--- config.mk ---
export PLATFORM = sky130hd
export DESIGN_NAME = trainerror_responder
export DESIGN_NICKNAME = d
export VERILOG_FILES = /design/src/rtl/trainerror_responder.sv
export SDC_FILE = /design/constraint.sdc
export NUM_CORES = 1
export LEC_CHECK = 0
export BUFFER_PORTS_ARGS = -buffer_cell sky130_fd_sc_hd__buf_2
export CAP_MARGIN = 15
export CORE_UTILIZATION = 26
export CTS_CLUSTER_SIZE = 24
export DETAILED_ROUTE_END_ITERATION = 8
export SETUP_SLACK_MARGIN = 0.2
export SLEW_MARGIN = 40
export SYNTH_ARGS = -nofsm -noshare
export SYNTH_HDL_FRONTEND = slang
export SYNTH_SLANG_ARGS = --single-unit
--- constraint.sdc ---
create_clock -name clk_100MHz -period 2.4 [get_ports clk_100MHz]
set_clock_uncertainty 0.15 [all_clocks]
set_input_delay 0.24 -clock clk_100MHz [delete_from_list [all_inputs] [get_ports clk_100MHz]]
set_output_delay 0.24 -clock clk_100MHz [all_outputs]
set_load 0.02 [all_outputs]
--- src/rtl/trainerror_responder.sv ---
// trainerror_responder: partner-side TRAINERROR entry handshake.
// Watches the sideband RX path for TRAINERROR_Entry_req and asks the LTSM
// to enter TRAINERROR. Once the LTSM reports it is there, the block returns
// TRAINERROR_Entry_resp on the sideband TX path. All outputs are registered.
// Lives in the 100 MHz sideband clock domain.

package trainerror_responder_pkg;

  // Sideband message encodings seen by this block. The all-zero code means
  // "no message" and is what the TX message port shows while idle.
  typedef enum logic [4:0] {
    SB_NONE                  = 5'd0,
    SB_SBINIT_DONE_REQ       = 5'd1,
    SB_SBINIT_DONE_RESP      = 5'd2,
    SB_LINKINIT_REQ          = 5'd3,
    SB_TRAINERROR_ENTRY_REQ  = 5'd4,
    SB_TRAINERROR_ENTRY_RESP = 5'd5
  } SB_msg_t;

endpackage : trainerror_responder_pkg

module trainerror_responder
  import trainerror_responder_pkg::*;
#(
  parameter int TIMEOUT_CYCLES = 800000
) (
  input  logic        clk_100MHz,
  input  logic        reset,
  input  logic        enable_i,
  input  logic        ltsm_in_trainerror_i,
  output logic        partner_trainerror_req_o,
  output logic        resp_sent_o,
  output logic        timeout_o,
  output SB_msg_t     SB_TX_msg_o,
  output logic [63:0] SB_TX_dataBus_o,
  output logic        SB_TX_msg_valid_o,
  input  logic        SB_TX_msg_sendNextFlag_i,
  input  SB_msg_t     SB_RX_msg_i,
  input  logic [63:0] SB_RX_dataBus_i,
  output logic        SB_RX_msg_req_o,
  input  logic        SB_RX_msg_valid_i
);

  // Guard keeps the counter at least one bit wide for tiny timeouts.
  localparam int CNT_W = (TIMEOUT_CYCLES > 1) ? $clog2(TIMEOUT_CYCLES) : 1;
  localparam logic [CNT_W-1:0] CNT_TERM = CNT_W'(TIMEOUT_CYCLES - 1);

  typedef enum logic [1:0] {
    IDLE,
    WAIT_LTSM,
    SEND_RESP,
    DONE
  } state_t;

  state_t           state_q, state_d;
  logic [CNT_W-1:0] cnt_q, cnt_d;

  logic    rx_beat;
  logic    rx_entry_req;
  logic    timeout_d;
  logic    partner_req_d;
  logic    resp_sent_d;
  logic    tx_valid_d;
  SB_msg_t tx_msg_d;
  logic    rx_req_d;

  // RX payload carries nothing this block needs.
  logic unused_rx_data;
  assign unused_rx_data = ^SB_RX_dataBus_i;

  // The response carries no payload.
  assign SB_TX_dataBus_o = '0;

  // An RX beat needs both valid and our own registered ready; valid alone
  // while ready is low is not a transfer.
  assign rx_beat      = SB_RX_msg_valid_i && SB_RX_msg_req_o;
  assign rx_entry_req = rx_beat && (SB_RX_msg_i == SB_TRAINERROR_ENTRY_REQ);

  // Next-state, counter and next-output decode.
  always_comb begin
    // NOTE: every signal written here gets a default first so that no path
    // leaves it unassigned, which would otherwise infer a latch.
    state_d   = state_q;
    cnt_d     = cnt_q;
    timeout_d = 1'b0;

    if (!enable_i) begin
      // Disarming wins over every other event and aborts any pending TX.
      state_d = IDLE;
      cnt_d   = '0;
    end else begin
      unique case (state_q)
        IDLE: begin
          // Non-request messages are consumed and dropped.
          if (rx_entry_req) begin
            state_d = WAIT_LTSM;
            cnt_d   = '0;
          end
        end

        WAIT_LTSM: begin
          // LTSM arrival beats the terminal count on the same edge.
          if (ltsm_in_trainerror_i) begin
            state_d = SEND_RESP;
          end else if (cnt_q == CNT_TERM) begin
            state_d   = IDLE;
            timeout_d = 1'b1;
          end else begin
            // Only reached below the terminal count, so it saturates there.
            cnt_d = cnt_q + CNT_W'(1);
          end
        end

        SEND_RESP: begin
          // Valid is always high in this state, so accept alone is the transfer.
          if (SB_TX_msg_sendNextFlag_i) begin
            state_d = DONE;
          end
        end

        DONE: begin
          // A partner retry earns a fresh response.
          if (rx_entry_req) begin
            state_d = SEND_RESP;
          end
        end

        default: state_d = IDLE;
      endcase
    end

    // Outputs are a function of where we land, then registered.
    partner_req_d = (state_d != IDLE);
    resp_sent_d   = (state_d == DONE);
    tx_valid_d    = (state_d == SEND_RESP);
    tx_msg_d      = (state_d == SEND_RESP) ? SB_TRAINERROR_ENTRY_RESP : SB_NONE;
    rx_req_d      = enable_i && (state_d != SEND_RESP);
  end

  // State, counter and registered outputs.
  always_ff @(posedge clk_100MHz or posedge reset) begin
    if (reset) begin
      state_q                  <= IDLE;
      cnt_q                    <= '0;
      partner_trainerror_req_o <= 1'b0;
      resp_sent_o              <= 1'b0;
      timeout_o                <= 1'b0;
      SB_TX_msg_o              <= SB_NONE;
      SB_TX_msg_valid_o        <= 1'b0;
      SB_RX_msg_req_o          <= 1'b0;
    end else begin
      // NOTE: non-blocking assignments so every flop samples pre-edge values,
      // independent of statement order.
      state_q                  <= state_d;
      cnt_q                    <= cnt_d;
      partner_trainerror_req_o <= partner_req_d;
      resp_sent_o              <= resp_sent_d;
      timeout_o                <= timeout_d;
      SB_TX_msg_o              <= tx_msg_d;
      SB_TX_msg_valid_o        <= tx_valid_d;
      SB_RX_msg_req_o          <= rx_req_d;
    end
  end

  // Handshake invariants.

  // Message and valid stay put while the TX path holds off.
  a_tx_stable : assert property (
    @(posedge clk_100MHz) disable iff (reset)
    (SB_TX_msg_valid_o && !SB_TX_msg_sendNextFlag_i && enable_i)
      |=> (SB_TX_msg_valid_o && $stable(SB_TX_msg_o))
  );

  // Timeout is a single-cycle pulse and leaves the LTSM request dropped.
  a_timeout_pulse : assert property (
    @(posedge clk_100MHz) disable iff (reset)
    timeout_o |-> (!partner_trainerror_req_o ##1 !timeout_o)
  );

  // RX is never offered while a response is in flight.
  a_rx_quiet_in_tx : assert property (
    @(posedge clk_100MHz) disable iff (reset)
    SB_TX_msg_valid_o |-> !SB_RX_msg_req_o
  );

  // A delivered response implies the LTSM request is still held.
  a_done_holds_req : assert property (
    @(posedge clk_100MHz) disable iff (reset)
    resp_sent_o |-> partner_trainerror_req_o
  );

endmodule : trainerror_responder
==> metrics.md <==
| Metric | Value |
|---|---|
| Status | finished, final reports clean |
| Dominant synthesized flop cell | dfrtp_1 |
| Final wirelength | 3580 um |
| Layout cell share with drive strength beyond 1 | 16.4% |
| Top cell type's share of synthesized area | 34.1% |
| Clock latency on the worst-skew pair | 0.28 ns |
| Crit-path max cell delay | 0.47 ns |
| Worst Setup Start Kind | register |
| Synth unique cells | 40 |
| Pwr Density | 421 nW/um^2 |
| Fin worst setup slack | 0.299 ns |
| Worst EP arrival | 2.17 ns |
| Final period utilization | 87.5% |
| Critical path peak fanout | 7 |
| Final global-route overflow total | 0 |
| Worst Reg-to-Reg Cells | 5 |
| Yosys top cell by area | dfrtp_1 |
| Slew @ Worst Pin | 0.495 ns |
| Post-Synthesis Cells | 224 |
| Post-synth EDFFs | 0 |
| Worst vdd ir | 0.189 mV |
| Top cell family by delay on the critical path | simple AND/OR/NAND/NOR gates |
| Remaining antenna violation count | 0 |
| P_leak | 1.02 nW |
| GP Congestion | 0.796 |
| Fillers | 795 |
| Max transition margin | 66.2% |
| Root buffer cell | clkbuf_8 |
| GR Util All Layers | 9.77% |
| Post-Place Setup Slack | 0.212 ns |
| Dpl cells | 344 |
| Final setup viols | 0 |
| Post-detailed-route wirelength per cell | 10.2 um |
| Clk pin slew, worst setup/hold paths | 0.10 ns |
| N_diodes | 0 |
| Critical path depth | 5 |
| Syn Std Cell Area | 1980 sq um |
| RSZ-0062 raised after global routing | true |
| Final Hold Fails | 0 |
| Pre-antenna DRT Iters | 4 |
| P&R area growth vs syn | 3.60% |
| Hold crit path type | in -> reg |
| Seq/Total Area, Yosys | 34.1% |
| Via count | 1476 |
| Post-Layout Inst Area | 2050 sq um |
| Routed wl met2 | 1680 um |
| Critical Path, Cell by Cell | or3b_4 -> nor4_4 -> nand2_2 -> or4_1 -> nand2_1 |
| Iter 0 DRT Violations | 52 |
| Hpwl dp | 2710 um |
| Share of synthesized registers carrying an async set or reset | 100% |
| Synth top cells by count | buf_4 (69), dfrtp_1 (27), nand2_1 (13) |
| First-pass GRT wire length | 6000 um |
| M1 wire length | 1690 um |
| Core ar. | 7290 sq um |
| Via density | 4.23 |
| CP required | 2.47 ns |
| Initial antenna violation count | 0 |
| Die W | 89.3 um |
| Sum Neg Setup Slack | 0 ns |
| Largest net degree at the start of global routing | 28 |
| DRC | 0 |
| Highest routed layer | met4 |
| Yosys reg bits | 27 |
| Vias in the first global route | 1280 |
| Hold path depth | 3 |
| Height of the die | 89.3 um |
| # rows | 31 |
| Slowest-stage cell, CP | or4_1 |
| Placed cell area | 1980 sq um |
| DR WL met3 | 181 um |
| Clock sinks | 27 |
| Max Root-Sink Buffers | 2 |
| Final Max Slew Viols | 0 |
| Crit. End Element | register |
| Layout Cells excl Fill | 349 |
| Ys Warns | 0 |
| CTS HTree Levels | 1 |
| Mapped Avg Cell Area | 8.84 sq um |
| Most numerous cell in the Yosys netlist | buf_4 |
| # IOs | 149 |
| Max Cap Viol | 0 |
| Worst path bufs/invs | 0 |
| TritonCTS clock tree | yes |
| Period minus WS final | 2.10 ns |
| Largest cells by area after synthesis | dfrtp_1 (34%), buf_4 (26%), nand3_1 (2.5%) |
| Critical path class | reg -> reg |
| Nets | 327 |
| Port Buffer Count | 17 |
| Die ar. | 7970 sq um |
| TritonCTS Buffers | 3 |
| Initial Utilization | 27.1% |
| Max Freq | 476 MHz |
## report_power, final
group | switching (W) | leakage, nW | internal, W
Combinational | 0.000120 | 0.627 | 0.0000161
Sequential | 0.000000739 | 0.373 | 0.000456
Clock | 0.000151 | 0.0217 | 0.000118
Total | 0.000272 | 1.02 | 0.000591
## flip-flops by register name, summed over array words and instances (netlist names)
register,cells
SB_RX_msg_req_o,1
SB_TX_msg_o,1
cnt_q,20
partner_trainerror_req_o,1
resp_sent_o,1
state_q,2
timeout_o,1
## through the flow
| stage | util, % | power (W) | hold slack [ns] |
|---|---|---|---|
| global route | 28.1 | 0.000913 | 0.104 |
| global placement | 27.1 | 0.000599 | 0.174 |
| CTS | 28.0 | 0.000871 | 0.101 |
| finish | 28.1 | 0.000862 | 0.107 |
| detailed placement | 27.1 | 0.000600 | 0.176 |
| floorplan | - | 0.000663 | 0.143 |
## logic make-up (layout without fill, tap and decap cells)
| group | count (synthesis) | count (layout) | share of synthesized area, % |
|---|---|---|---|
| compound gates | 35 | 35 | 12.2 |
| xor+xnor | 5 | 5 | 2.21 |
| fa+ha+maj | 1 | 1 | 0.632 |
| buf+inv | 79 | 39 | 28.4 |
| flops | 27 | 27 | 34.1 |
| other cells | 1 | 67 | 0.189 |
| simple gates | 76 | 76 | 22.2 |
## per-layer routing
layer | vias up | global-route usage [%]
met5 | - | 0
met4 | 0 | 2.31
met3 | 4 | 2.77
met2 | 56 | 16.4
met1 | 708 | 12.5
li1 | 708 | -
## cell usage in the layout, fill, tap and decap left out, types with 2 or more instances in the layout
| cell | count |
|---|---|
| nand2_1 | 13 |
| and3_1 | 2 |
| nor2b_1 | 2 |
| a21o_1 | 5 |
| or2_2 | 2 |
| buf_4 | 11 |
| xnor2_1 | 3 |
| nor3_1 | 6 |
| o21ai_0 | 2 |
| a31oi_1 | 4 |
| o41ai_1 | 2 |
| nor2_1 | 11 |
| nor4_1 | 3 |
| a21oi_1 | 7 |
| and4_1 | 4 |
| o31ai_1 | 6 |
| conb_1 | 67 |
| nand3_1 | 10 |
| clkbuf_8 | 3 |
| xor2_1 | 2 |
| inv_1 | 6 |
| nand4_1 | 7 |
| dfrtp_1 | 26 |
| o211ai_1 | 3 |
| buf_2 | 17 |
| or4_1 | 6 |
| nor3b_1 | 2 |
## path summary, 6_finish.rpt
path	start	endpoint	slack, ns
setup / recovery	state_q[1]$_DFF_PP0_	cnt_q[18]$_DFFE_PP0P_	0.30
hold / removal	enable_i	state_q[0]$_DFF_PP0_	0.11
setup reg to reg	state_q[1]$_DFF_PP0_	cnt_q[18]$_DFFE_PP0P_	0.30
hold reg to reg	cnt_q[19]$_DFFE_PP0P_	cnt_q[19]$_DFFE_PP0P_	0.42
max in group asynchronous	reset	cnt_q[6]$_DFFE_PP0P_	1.42
min in group asynchronous	reset	cnt_q[7]$_DFFE_PP0P_	0.41
## what timing repair did
item	CTS	global route
buffers inserted	0	0
hold buffers	1	0
setup endpoints to repair	4	9
hold endpoints to repair	27	0
resized for setup	1	4
## layout make-up
| cell class | count | area, sq um | share of cell area, % |
|---|---|---|---|
| Timing Repair Buffer | 29 | 178 | 8.66 |
| Inverter | 6 | 22.5 | 1.10 |
| Multi-Input combinational cell | 184 | 1000 | 48.8 |
| Clock buffer | 3 | 41.3 | 2.01 |
| Sequential cell | 27 | 677 | 33.0 |
| Clock inverter | 1 | 7.51 | 0.366 |
| Tap cell | 99 | 124 | 6.04 |
## tightest hold or removal path: stages
cell     delay (ns)
buf_2          0.12
o31ai_1        0.09
a21oi_1        0.05
(Power assumes the default switching activity.)
